File: config.mk
export PLATFORM = sky130hd
export DESIGN_NAME = fetch_unit
export DESIGN_NICKNAME = d
export VERILOG_FILES = /design/src/rtl/fetch_unit.sv
export SDC_FILE = /design/constraint.sdc
export NUM_CORES = 1
export LEC_CHECK = 0
export CAP_MARGIN = 40
export CORE_ASPECT_RATIO = 0.9
export CORE_MARGIN = 2
export CORE_UTILIZATION = 56
export DETAILED_ROUTE_END_ITERATION = 7
export PLACE_DENSITY = 0.8
export RECOVER_POWER = 25
export SLEW_MARGIN = 30
export SYNTH_ARGS = -nofsm -noshare
export SYNTH_HDL_FRONTEND = slang
export SYNTH_SLANG_ARGS = --single-unit
File: constraint.sdc
create_clock -name CLK -period 7.7 [get_ports CLK]
set_input_delay 1.54 -clock CLK [delete_from_list [all_inputs] [get_ports CLK]]
set_output_delay 1.54 -clock CLK [all_outputs]
set_load 0.02 [all_outputs]
File: src/rtl/fetch_unit.sv
// fetch_unit: PC generator with a one-cycle instruction memory and a fetch queue feeding decode.
// Define FETCH_PERF_EN to enable the saturating PERF_STALL_CNT stall counter.
module fetch_unit #(
    parameter int          ADDR_W   = 8,
    parameter int          QDEPTH   = 4,
    parameter logic [31:0] RESET_PC = 32'h0000_0000
) (
    input  logic              CLK,
    input  logic              RST,
    output logic [ADDR_W-1:0] IMEM_ADDR,
    input  logic [31:0]       IMEM_DATA,
    output logic [31:0]       INST_OUT,
    output logic [31:0]       PC_OUT,
    output logic              INST_VALID,
    input  logic              INST_READY,
    input  logic              REDIRECT,
    input  logic [31:0]       REDIRECT_PC,
    output logic [31:0]       PERF_STALL_CNT
);
    localparam int PW = $clog2(QDEPTH);
    logic [31:0] pc, inflight_pc, last_inst, last_pc;
    logic        inflight, pop, push, issue;
    logic [PW-1:0] rd_ptr, wr_ptr;
    logic [PW:0]   count, count_after;
    logic [63:0]   q [QDEPTH];
    logic          unused_redirect_lsb;
    assign unused_redirect_lsb = ^REDIRECT_PC[1:0];
    assign IMEM_ADDR   = pc[ADDR_W-1:0];
    assign INST_VALID  = count != '0;
    assign pop         = INST_VALID && INST_READY;
    assign push        = inflight && !REDIRECT;
    assign count_after = count - (PW+1)'(pop);
    // counting the read in flight keeps a returning word from ever finding the queue full
    assign issue       = !REDIRECT && (32'(count_after) + 32'(inflight) < 32'(QDEPTH));
    assign INST_OUT    = INST_VALID ? q[rd_ptr][31:0]  : last_inst;
    assign PC_OUT      = INST_VALID ? q[rd_ptr][63:32] : last_pc;

    always_ff @(posedge CLK or negedge RST) begin
        if (!RST) begin
            pc          <= RESET_PC;
            inflight    <= 1'b0;
            inflight_pc <= '0;
            rd_ptr      <= '0;
            wr_ptr      <= '0;
            count       <= '0;
            last_inst   <= '0;
            last_pc     <= '0;
        end else begin
            if (INST_VALID) begin
                last_inst <= INST_OUT;
                last_pc   <= PC_OUT;
            end
            inflight <= issue;
            if (issue) begin
                inflight_pc <= pc;
                pc          <= pc + 32'd4;
            end
            if (REDIRECT) begin
                pc     <= {REDIRECT_PC[31:2], 2'b00};
                rd_ptr <= '0;
                wr_ptr <= '0;
                count  <= '0;
            end else begin
                rd_ptr <= rd_ptr + PW'(pop);
                wr_ptr <= wr_ptr + PW'(push);
                count  <= count + (PW+1)'(push) - (PW+1)'(pop);
            end
        end
    end

    always_ff @(posedge CLK) begin
        if (push) q[wr_ptr] <= {inflight_pc, IMEM_DATA};
    end

`ifdef FETCH_PERF_EN
    logic [31:0] stall_cnt;
    always_ff @(posedge CLK or negedge RST) begin
        if (!RST) stall_cnt <= '0;
        else if (!pop && stall_cnt != '1) stall_cnt <= stall_cnt + 32'd1;
    end
    assign PERF_STALL_CNT = stall_cnt;
`else
    assign PERF_STALL_CNT = '0;
`endif
endmodule

Yosys cells after proc, flatten, opt, wreduce, memory -nomap -nowiden
Memories as Yosys holds them, arrays and structs flattened.
Index checks and enable logic that the tools add are counted.
Word-level totals
  register bits: 136
  memory bits (writable): 256
  input port bits: 68
  output and inout bits: 105
  word-level logic and storage cells: 32
  memories kept: 1
Memory list
  q: depth 4, bits a word 64, read ports 1, clocked after memory_dff 0, write ports 1, RTL line 25  | logic [63:0] q [QDEPTH];
Cells by class
  $add $sub $neg: 7
  magnitude comparators: 1
  muxes and demuxes: 9
  reduce and logical (&&, ||, !) cells: 6
Operators with widths (count)
  2-to-1 mux 32 bit: 4
  adder 32 x 3 -> 32 bit (second input constant): 1
  subtractor 3 x 1 -> 3 bit: 2
  adder 2 x 1 -> 2 bit: 2
  adder 3 x 1 -> 4 bit: 1
  < comparator 4 x 3 -> 1 bit (second input constant): 1
  2-to-1 mux 2 bit: 2
  adder 3 x 1 -> 3 bit: 1
  logical AND 1 bit: 3
  2-to-1 mux 3 bit: 1
  nonzero test 3 bit: 1
  2-to-1 mux 1 bit: 2
  nonzero test 2 bit: 1
  logical NOT 1 bit: 1

Depth between registers and ports, before layout
  depth after elaboration: 8
  mapped depth: 12
  mapped depth without buffers: 10

Worst setup path before layout
No wires, ideal clock.
  path type: in2reg
  start point: input REDIRECT
  end point: memory q[0][0], enable pin
  setup time: 571 ps
  data arrival time: 6555 ps
  data required time: 7129 ps
  slack: 575 ps
  cell stages on the path: 3
  path buffers: 1
  cells stage by stage: clkbuf_1 -> nor2b_1 -> nor3b_1
On the way
  word-level cells in the longest chain between the ends: 4
Ends and longest elaborated chain
  start: declaration: RTL line 16  | input logic REDIRECT,
  logical NOT 1 bit: RTL line 31  | assign push = inflight && !REDIRECT;
  logical AND 1 bit: RTL line 31
  2-to-1 mux 1 bit: RTL line 72  | if (push) q[wr_ptr] <= {inflight_pc, IMEM_DATA};
  2-to-1 mux 1 bit (not written as such): RTL line 72
  end: declaration: RTL line 25
Every way passes these cells.

Final worst setup path
  start point: register count[2]
  end point: output INST_OUT[1]
On the way
  word-level cells in the longest chain between the ends: 2
Ends and longest elaborated chain
  start: declaration: RTL line 24  | logic [PW:0] count, count_after;
  start signal: assignment: RTL line 66  | count <= count + (PW+1)'(push) - (PW+1)'(pop);
  nonzero test 3 bit: RTL line 29  | assign INST_VALID = count != '0;
  2-to-1 mux 32 bit: RTL line 35  | assign INST_OUT = INST_VALID ? q[rd_ptr][31:0] : last_inst;
  end: declaration: RTL line 12  | output logic [31:0] INST_OUT,
Every way passes these cells.

==> results.md <==
* Actual transition at the worst max-transition pin at 4060 ps
* Number of enable-type register cells in the synthesized netlist at about 250
* Max H-tree Level at 2
* Reported leakage power at around 0.0070 uW
* Die area at 28500 sq um
* Top area cells in the synthesized netlist: edfxtp_1 49%, dfrtp_1 22%, mux4_2 9.2%
* Largest buffer count on any clock path at 3
* Ports placed on the boundary at around 170
* Synth Instances at about 1000
* Hold buffer count at CTS at 0
* Count of vias placed by the detailed router at ~8400
* Clock period minus worst slack at 4960 ps
* Share of synthesized flip-flops with an asynchronous set or reset at a little over a third
* Skew-Pair Late Insertion Delay at between 500 and 600 ps
* Clk sink count at 380
* Crit-path max FO at 45
* Antenna violation net count after detailed routing at 0
* Number of global-route vias before repair at roughly 8600
* Layout cell share with drive strength beyond 1 at around 17%
* Worst flop-to-flop path startpoint: count[2]
* Initial Utilization at 56.6%
* Required time of the critical path at a little over 6000 ps
* Top FF cell, synth: edfxtp_1
* Post-CTS resize count at 0
* Iteration-0 DRC count of the detailed router at between 500 and 600
* Kind of critical path: register to output port
* Worst setup path start: count[2]
* Max Clock Freq at 202 MHz
* Mean routed wirelength per cell at 19.2 um
* Detailed placer's ending HPWL at 17.8 mm
* Clock buffers created by TritonCTS at 39
* Number of setup buffers added after CTS at 0
* Fillers at between 1500 and 2000
* Number of violations of the max-capacitance limit at 1
* Routed wire length at approximately 29 mm
* Arrival time of data at the critical path endpoint at 3420 ps
* Signed area change from the synthesized netlist to the final layout at 20.0%
* Die extent in y at roughly 160 um
* Final standard cell utilization of the core at 68.0%
* Top-count cell post-synth: nand2_1
* Sequential cell area at around 11000 sq um
* Max-slew violation count at 74
* Maximum number of pins on one net before global-route repair at between 70 and 80
* Worst min-delay path class: register to register
* Number of standard-cell rows in the floorplan at 57
* Net count, final at around 1200
* Core Footprint at 26800 sq um
* X dimension of the die at around 180 um
* Register bit count reported by yosys at 380
* First-pass iteration count of the detailed router at 7
* Average footprint of a synthesized cell at between 15 and 20 sq um
* Count of cell types in the netlist at 43
* Post-synthesis cell area at 15200 sq um
* Portion of the post-synthesis area used by sequential elements at between 70% and 80%
* Failing checks: max-capacitance violations, max-slew violations
* Overall overflow remaining after global route at 0
* Number of DRC violations after detailed routing at 0
* Final setup violation count at 0
* Port-buffer cells at 136
* Clock tree from TritonCTS: done
* Category of the worst setup path launch point: register
* ANT cells at 0
* VDD IR max at between 0.2 and 0.25 mV
* Synth warn at 0
* Clock transition at the registers of the reported paths at ~60 ps
* Setup Total Neg Slack at 0 ps
* Root buf cell: clkbuf_16
* Final weighted congestion in routability-driven placement at 0.837
* Power per unit of standard cell area at 413 nW/um^2
* Final hold violation count at 0
* Overall fraction of global-route tracks in use at a little over a fifth
* Hold path startpoint: last_pc[31]
* RSZ-0062 raised after global routing: false
* Dominant cell type by area after synthesis: edfxtp_1
* Slew margin rel. at -171%
* Clock skew at 20.6 ps
* Initial antenna violation count at 0
* Kind of capture point of the worst setup path: output port
* Final worst path period share at between 60 and 70%
* Multi-input logic area at between 4000 and 5000 sq um
* Proportion of netlist area held by the largest area contributor at 49.0%
* Post-DR vias/cell at about 5.5
* Commonest cells post-synth: 284 x nand2_1, 248 x edfxtp_1, 132 x dfrtp_1
* Result of the run: complete, but fails checks
* Wire length of the first global-routing pass at around 47 mm
## cell families after synthesis
group | after synthesis | share of synthesized area [%]
multiplexers | 99 | 11.9
AO/OA/AOI/OAI | 30 | 1.13
adder cells (fa/ha/maj) | 7 | 0.626
buffers and inverters | 89 | 3.31
AND/OR/NAND/NOR | 367 | 10.4
other | 1 | 0.0247
flip-flops | 380 | 70.8
XOR/XNOR | 31 | 1.79
## layout make-up
class,instances,share of cell area (%)
clock buffer,58,6.54
multi-input combinational,568,22.4
tap,354,2.43
inverter,8,0.165
sequential,380,59.0
clock inverter,13,0.858
timing repair buffer,153,8.55
## layer usage
| metal | up-vias | global-route usage, % | wire (um) |
|---|---|---|---|
| li1 | 3855 | - | - |
| met1 | 4252 | 30.5 | 12900 |
| met2 | 292 | 34.9 | 14200 |
| met3 | 40 | 4.10 | 1850 |
| met4 | 0 | 4.92 | 508 |
| met5 | - | 0 | 0 |
## state kept, by name, summed over array words and instances (netlist names)
name and count:
last_inst 32, rd_ptr 2, count 3, inflight_pc 30, pc 30, wr_ptr 2
inflight 1, last_pc 32, q 248
## where the power goes
part           total (uW)  internal, uW  switching, uW  leakage [uW]
Sequential           2910          2670            237       0.00386
Clock                1940          1180            758      0.000660
Combinational        2680          1170           1510       0.00249
Total                7530          5020           2510       0.00701
## worst max-delay path, stage by stage, from the launching register on
cell and delay, ps:
dfrtp_1 440, nor3_2 240, clkbuf_1 1040, buf_12 330
nand2_1 110, nand2_1 120, clkdlybuf4s50_1 610
## path summary, 6_finish.rpt
| path | slack (ps) | end | depth (start not counted) |
|---|---|---|---|
| min in group asynchronous | 2430 | last_inst[25] | 1 |
| max | 2740 | INST_OUT[1] | 6 |
| max in group asynchronous | 2960 | last_pc[19] | 1 |
| max reg2reg | 3410 | inflight_pc[26] | 11 |
| min reg2reg | 460 | last_pc[31] | 2 |
| min | 460 | last_pc[31] | 2 |
## cells in the final DEF, fill, tap and decap left out, types with 4 or more instances in the layout
master           instances
and2_1                   7
buf_4                   11
clkbuf_1                10
clkbuf_16               42
clkbuf_8                 8
clkdlybuf4s50_1        130
clkinv_2                 5
conb_1                  34
dfrtp_1                130
dlygate4sd3_1            4
edfxtp_1               248
ha_1                     6
inv_1                    7
mux2_2                  36
mux4_2                  62
nand2_1                284
nand3_1                 12
nand4_1                 14
nor2_1                  11
nor2b_1                  5
nor3_1                   6
nor4_1                   6
o21ai_0                 24
xnor2_1                 17
xor2_1                  14
## metrics by stage
stage | hold slack, ps | cell area, sq um | setup WS [ps] | instances | total power, uW
after floorplan | 433 | 15300 | 575 | 1037 | 4560
after global placement | 443 | 16800 | 3230 | 1458 | 5540
after detailed placement | 449 | 16800 | 3200 | 1459 | 5620
after CTS | 462 | 18100 | 2650 | 1530 | 7560
after global routing | 480 | 18200 | 2100 | 1534 | 7940
final | 458 | 18200 | 2740 | 1534 | 7530
Power figures use the tool's default switching activity.
